$ cat config.mk
export PLATFORM = sky130hd
export DESIGN_NAME = crossbars_route_sequencer
export DESIGN_NICKNAME = d
export VERILOG_FILES = /design/src/rtl/crossbars_pkg.sv /design/src/rtl/crossbars_route_table.sv /design/src/rtl/crossbars_route_sequencer.sv
export SDC_FILE = /design/constraint.sdc
export NUM_CORES = 1
export LEC_CHECK = 0
export BUFFER_PORTS_ARGS = -buffer_cell sky130_fd_sc_hd__buf_4
export CORE_MARGIN = 2
export CORE_UTILIZATION = 60
export DETAILED_ROUTE_END_ITERATION = 8
export GPL_ROUTABILITY_DRIVEN = 0
export PLACE_DENSITY = 0.84
export SLEW_MARGIN = 20
export SYNTH_ARGS = -nofsm -noshare
export SYNTH_HDL_FRONTEND = slang
export SYNTH_SLANG_ARGS = --single-unit
$ cat constraint.sdc
create_clock -name clk -period 6.15 [get_ports clk]
set_clock_uncertainty 0.15 [all_clocks]
set_input_delay 0.9225 -clock clk [delete_from_list [all_inputs] [get_ports clk]]
set_output_delay 0.9225 -clock clk [all_outputs]
set_load 0.01 [all_outputs]
$ cat src/rtl/crossbars_pkg.sv
// crossbars_pkg: shared FSM state type and control-word width helper for the crossbar route sequencer.
package crossbars_pkg;
  typedef enum logic [1:0] {IDLE, ISSUE, RUN, DONE} state_t;
  // A degenerate 1x1 crossbar still carries a one-bit control word.
  function automatic int ctrl_width(input int n_in, input int n_out);
    return (n_in * n_out > 1) ? $clog2(n_in * n_out) : 1;
  endfunction
endpackage

$ cat src/rtl/crossbars_route_table.sv
// crossbars_route_table: DEPTH-entry schedule store with write pointer, entry count, full/empty and clear.
module crossbars_route_table #(
  parameter int DEPTH = 4,
  parameter int W = 10,
  localparam int AW = $clog2(DEPTH)
) (
  input  logic          clk,
  input  logic          reset,
  input  logic          wr_en,
  input  logic [W-1:0]  wr_data,
  input  logic          clear,
  input  logic [AW-1:0] rd_idx,
  output logic [W-1:0]  rd_data,
  output logic [AW:0]   count,
  output logic          full,
  output logic          empty
);
  logic [W-1:0] mem [DEPTH];
  logic [AW-1:0] wr_ptr;
  logic wr;
  assign full = count == (AW+1)'(DEPTH);
  assign empty = count == '0;
  assign wr = wr_en && !full && !clear;
  assign rd_data = mem[rd_idx];
  always_ff @(posedge clk)
    if (!reset || clear) begin
      count <= '0;
      wr_ptr <= '0;
    end else if (wr) begin
      count <= count + (AW+1)'(1);
      wr_ptr <= wr_ptr + AW'(1);
    end
  // Storage is left unreset; the zeroed count makes stale entries unreachable.
  always_ff @(posedge clk)
    if (wr) mem[wr_ptr] <= wr_data;
endmodule

$ cat src/rtl/crossbars_route_sequencer.sv
// crossbars_route_sequencer: steps a crossbar through a programmed table of {route, transfer count} entries.
module crossbars_route_sequencer import crossbars_pkg::*; #(
  parameter int N_INPUTS = 2,
  parameter int N_OUTPUTS = 2,
  parameter int DEPTH = 4,
  parameter int COUNT_WIDTH = 8,
  localparam int CONTROL_BIT_WIDTH = ctrl_width(N_INPUTS, N_OUTPUTS),
  localparam int IW = $clog2(DEPTH)
) (
  input  logic                                 clk,
  input  logic                                 reset,
  input  logic [CONTROL_BIT_WIDTH+COUNT_WIDTH-1:0] cfg_msg,
  input  logic                                 cfg_val,
  output logic                                 cfg_rdy,
  input  logic                                 clear,
  input  logic                                 start,
  input  logic                                 loop,
  input  logic                                 abort,
  output logic [CONTROL_BIT_WIDTH-1:0]         control,
  output logic                                 control_val,
  input  logic                                 control_rdy,
  input  logic                                 xfer_val,
  input  logic                                 xfer_rdy,
  output logic                                 busy,
  output logic                                 done,
  output logic [IW-1:0]                        entry_idx,
  output logic [COUNT_WIDTH-1:0]               remaining
);
  localparam int W = CONTROL_BIT_WIDTH + COUNT_WIDTH;
  state_t state, state_n;
  logic [IW-1:0] idx_n;
  logic [COUNT_WIDTH-1:0] rem_n, ent_cnt;
  logic [W-1:0] entry;
  logic [IW:0] count;
  logic full, empty, idle, last, fire, adv;
  assign idle = state == IDLE;
  assign cfg_rdy = idle && !full;
  crossbars_route_table #(.DEPTH(DEPTH), .W(W)) u_table (
    .clk(clk), .reset(reset), .wr_en(cfg_val && cfg_rdy), .wr_data(cfg_msg),
    .clear(idle && clear), .rd_idx(entry_idx), .rd_data(entry),
    .count(count), .full(full), .empty(empty)
  );
  assign ent_cnt = entry[COUNT_WIDTH-1:0];
  assign last = {1'b0, entry_idx} == count - (IW+1)'(1);
  assign fire = xfer_val && xfer_rdy;
  // An entry ends on its final counted transfer, or at the handshake itself when its count is zero.
  assign adv = (state == ISSUE && control_rdy && ent_cnt == '0) ||
               (state == RUN && fire && remaining == COUNT_WIDTH'(1));
  assign control_val = state == ISSUE && !abort;
  assign control = control_val ? entry[W-1 -: CONTROL_BIT_WIDTH] : '0;
  assign busy = !idle;
  assign done = state == DONE;
  always_comb begin
    state_n = state;
    idx_n = entry_idx;
    rem_n = remaining;
    if (abort) begin
      state_n = IDLE;
      idx_n = '0;
      rem_n = '0;
    end else if (adv) begin
      state_n = (!last || loop) ? ISSUE : DONE;
      idx_n = !last ? entry_idx + IW'(1) : loop ? '0 : entry_idx;
      rem_n = '0;
    end else if (idle && start && !clear && !empty) begin
      state_n = ISSUE;
      idx_n = '0;
    end else if (state == ISSUE && control_rdy) begin
      state_n = RUN;
      rem_n = ent_cnt;
    end else if (state == RUN && fire) begin
      rem_n = remaining - COUNT_WIDTH'(1);
    end else if (done) begin
      state_n = IDLE;
      idx_n = '0;
    end
  end
  always_ff @(posedge clk)
    if (!reset) begin
      state <= IDLE;
      entry_idx <= '0;
      remaining <= '0;
    end else begin
      state <= state_n;
      entry_idx <= idx_n;
      remaining <= rem_n;
    end
endmodule

Word-level counts from Yosys, hierarchy flattened
Memories as Yosys holds them, arrays and structs flattened. A register that Yosys moved wholly into a read port is not among the register bits.
Index checks and enable logic that the tools add are counted.
W data, S select, Z words.
{"block": "classes", "n_addsub": 5, "eq_ne": 10, "muxes": 18, "n_bitwise": 2, "reduce_logical": 36}
{"op": "$mux W2", "n": 14}
{"op": "$mux W8", "n": 2}
{"op": "$logic_and A1 B1 Y1", "n": 14}
{"op": "$eq A8 B1 Y1 const B", "n": 1}
{"op": "$logic_not A1 Y1", "n": 8}
{"op": "$logic_not A8 Y1", "n": 1}
{"op": "$sub A8 B1 Y8 const B", "n": 1}
{"op": "$ne A3 B3 Y1 const B", "n": 2}
{"op": "$add A2 B1 Y2 const B", "n": 2}
{"op": "$eq A2 B2 Y1 const B", "n": 2}
{"op": "$ne A4 B2 Y1 const B", "n": 1}
{"op": "$reduce_and A2 Y1", "n": 2}
{"op": "$reduce_and A4 Y1", "n": 1}
{"op": "$reduce_bool A4 Y1", "n": 1}
{"op": "$add A3 B1 Y3 const B", "n": 1}
{"op": "$eq A2 B3 Y1", "n": 1}
{"op": "$eq A3 B3 Y1 const B", "n": 1}
{"op": "$logic_not A3 Y1", "n": 1}
{"op": "$logic_or A1 B1 Y1", "n": 3}
{"op": "$ne A3 B2 Y1 const B", "n": 1}
{"op": "$reduce_bool A3 Y1", "n": 1}
{"op": "$reduce_or A3 Y1", "n": 1}
{"op": "$sub A3 B1 Y3 const B", "n": 1}
{"op": "$eq A2 B1 Y1 const B", "n": 1}
{"op": "5 further kinds", "n": 7}
{"block": "word_totals", "register_bits": 17, "mem_bits_rw": 40, "in_bits": 20, "elab_cells": 77, "memories": 1}
{"memory": "u_table.mem", "depth": 4, "width": 10, "rd": 1, "rd_clocked_by_memory_dff": 1, "write_ports": 1, "line": "crossbars_route_table.sv:18", "source": "logic [W-1:0] mem [DEPTH];"}

Depth between registers and ports, before layout
{"block": "logic_depth", "ltp_word": 8, "depth_mapped": 8}

Cells and area by module
From an unflattened synthesis, not the netlist that was laid out.
{"block": "hier_totals", "cells_unflattened": 194, "hier_area_um2": 2601.2}
{"module": "crossbars_route_table", "n_inst": 1, "cells_each": 93, "area_per_inst_um2": 1793.0, "seq_area_each_um2": 1301.2}
{"module": "crossbars_route_sequencer", "n_inst": 1, "cells_each": 101, "area_per_inst_um2": 808.3, "seq_area_each_um2": 240.2}

Worst setup path after synthesis
No wires, ideal clock.
{"block": "synth_path", "path_type": "in2out", "start": "input port abort", "end": "output port control[0]", "arrival_ns": 1.481, "setup_slack_ns": 3.597, "cell_stages": 2, "path_cell_list": "nor3_1 and2_1"}
{"block": "synth_via", "elab_chain_cells": 3}
{"item": "start: declaration", "line": "crossbars_route_sequencer.sv:18", "source": "input logic abort,"}
{"item": "$logic_not A1 Y1", "line": "crossbars_route_sequencer.sv:49", "source": "assign control_val = state == ISSUE && !abort;"}
{"item": "$logic_and A1 B1 Y1", "line": "crossbars_route_sequencer.sv:49"}
{"item": "$mux W2", "line": "crossbars_route_sequencer.sv:50", "source": "assign control = control_val ? entry[W-1 -: CONTROL_BIT_WIDTH] : '0;"}
{"item": "end: declaration", "line": "crossbars_route_sequencer.sv:19", "source": "output logic [CONTROL_BIT_WIDTH-1:0] control,"}
Every way passes these cells.

==> results.json <==
{
  "drt_iter0_markers": 92,
  "wire_per_inst_um": 16.1,
  "yosys.cell_count.top_type": "edfxtp_1",
  "finalPower_w": 0.000826,
  "drc": 0,
  "fin_nets": 258,
  "critPathMaxFanout": 10,
  "hp-class": "reg2reg",
  "synth-edff-count": 40,
  "synth_area_leaders": "edfxtp_1, dfxtp_1, mux4_2",
  "antenna_cells": 0,
  "cts_tree": "done",
  "synth_nets": 218,
  "tns_ns": 0,
  "placed_cell_area_um2": 2940,
  "routed_wl_um": 4600,
  "cpMaxStageDelayCell": "dfxtp_1",
  "cts.sinks": 59,
  "die_area_um2": 4940,
  "grt-ovfl-total": 0,
  "setup_violations": 0,
  "clockPowerShare_pct": 44.3,
  "num_rows": 24,
  "min_period_over_period_pct": 49.6,
  "synth_top_area_share_pct": 45.6,
  "antenna_found_initial": 0,
  "start_util_pct": 61.4,
  "switchingPower_w": 0.000160,
  "synth.distinct_cells": 41,
  "die_w_um": 70.3,
  "cts-resized-gates": 0,
  "path_cells": "mux4_2, and2_1, buf_4",
  "design_area_um2": 3140,
  "viasPerCell": 5.64,
  "dp.final_hpwl_um": 3230,
  "wl_met2_um": 2260,
  "combPwrFrac_pct": 3.6,
  "ant_nets": 0,
  "grt_max_degree": 17,
  "synthFlopType": "edfxtp_1",
  "slew_viol_final": 0,
  "cpPeakStageDelay_ns": 0.74,
  "drive_gt1_share_pct": 29.9,
  "fillCellCount": 274,
  "status": "finished, final reports clean",
  "insertion_delay_ns": 0.34,
  "crit_type": "reg2out",
  "synthCells": 189,
  "syn-cell-area_um2": 2640,
  "power.internal_w": 0.000666,
  "synth_top_area_cell": "edfxtp_1",
  "die_h_um": 70.3,
  "utilization_pct": 73.2,
  "leakage_nw": 1.15,
  "cp.arrival_ns": 1.98,
  "critPathTopFamily": "flip-flops",
  "grt_pass1_vias": 1669,
  "pin_count": 36,
  "powerDensity_nw_per_um2": 263,
  "report.final.hold_viol_count": 0,
  "cts_made_buffers": 9,
  "layout_min_cycle_time_ns": 3.05,
  "cp-start-kind": "register",
  "crit_buf_inv": 1,
  "power_frac_seq_pct": 52.1,
  "core_um2": 4290,
  "multi_input_area_um2": 995,
  "area_growth_pct": 19.3,
  "worstMarginPinSlew_ns": 0.659,
  "cts_buffer_depth": 2,
  "io_buffers": 35,
  "synth-seq-cells": 59,
  "max_freq_mhz": 328,
  "slew_headroom_pct": 56.0,
  "grt_pass1_wl_um": 7870,
  "cts_setup_buffers": 0,
  "synthArstFlopShare_pct": 0,
  "h-tree-depth": 3,
  "wl_met3_um": 191,
  "synth_warnings": 0,
  "highest_layer": "met4",
  "dr.pass1.iters": 4,
  "critPathRequiredTime_ns": 5.08,
  "clk_pin_slew_ns": 0.07,
  "synth_top_cells_by_count": "edfxtp_1, nor2_1, dfxtp_1, mux4_2",
  "swShare_pct": 19.4,
  "vdd_drop_max_v": 0.000229,
  "clockRootBuffer": "clkbuf_8",
  "synth_area_per_cell_um2": 13.9,
  "grt.total_usage_pct": 21.0,
  "hold_buffers": 0,
  "rsz0062_at_grt": "false",
  "regArea_um2": 1580,
  "maxCapViolCount": 0,
  "endpoint_kind": "output pin",
  "drt-met1-wl_um": 2050,
  "yosysSeqAreaShare_pct": 60.0,
  "vias": 1612
}
==> area by class of cell <==
type                            instances  area share (%)
Sequential cell                        59            50.3
Multi-Input combinational cell        115            31.6
Timing Repair Buffer                   35            8.36
Clock buffer                            9            3.94
Clock inverter                          7            2.63
Tap cell                               52            2.07
Inverter                                9            1.07
==> worst paths after layout <==
| kind | startpoint | to | slack (ns) | cells past startpoint |
|---|---|---|---|---|
| setup reg to reg | register | entry_idx[0]$_SDFFE_PP0P_ | 3.57 | 5 |
| hold / removal | u_table.count[1]$_SDFFE_PP0P_ | u_table.count[1]$_SDFFE_PP0P_ | 0.39 | 2 |
| setup / recovery | register | control[0] | 3.10 | 3 |
| hold reg to reg | u_table.count[1]$_SDFFE_PP0P_ | u_table.count[1]$_SDFFE_PP0P_ | 0.39 | 2 |
==> per-layer routing <==
metal	up-vias	GRT usage (%)
li1	780	-
met1	781	27.5
met2	41	33.6
met3	10	4.47
met4	0	9.62
met5	-	0
==> logic make-up after synthesis <==
| kind of cell | after synthesis | share of synthesized area [%] |
|---|---|---|
| simple gates | 57 | 11.8 |
| mux | 16 | 11.0 |
| compound gates | 20 | 6.36 |
| buf+inv | 15 | 2.28 |
| fa+ha+maj | 9 | 4.27 |
| flops | 59 | 60.0 |
| xor+xnor | 13 | 4.32 |
==> cell usage in the layout, fill, tap and decap left out, drive strengths merged, types with 6 or more instances in the layout <==
master and count:
xnor2 7, nor2 20, mux2i 6, mux4 10, ha 9, dfxtp 19, a211oi 8, buf 35
xor2 6, clkbuf 9, inv 9, and2 7, edfxtp 40
==> per-stage QoR <==
stage               setup WS (ns)  hold slack, ns  cells
floorplan                    3.60           0.337    189
detailed placement           3.41           0.368    270
CTS                          3.04           0.386    286
global placement             3.41           0.364    270
finish                       3.10           0.386    286
global route                 2.96           0.428    286
==> worst min-delay path: stages (launching register included) <==
cell,delay (ns)
dfxtp_1,0.35
mux2i_1,0.07
nor2_1,0.08
==> sequential cells by signal, indices dropped and copies added, names as in the netlist, named ones only <==
register and cells:
u_table.mem 40, remaining 8, u_table.count 3, u_table.wr_ptr 2
state 2, entry_idx 2
==> power by group through the flow <==
stage / Clock, W / Sequential [W] / Combinational [W]
after floorplan: 0 / 0.000438 / 0.0000135
after global placement: 0 / 0.000438 / 0.0000282
after detailed placement: 0 / 0.000439 / 0.0000294
after CTS: 0.000371 / 0.000430 / 0.0000297
after global routing: 0.000384 / 0.000430 / 0.0000327
final: 0.000366 / 0.000430 / 0.0000294
Power figures use the tool's default switching activity.
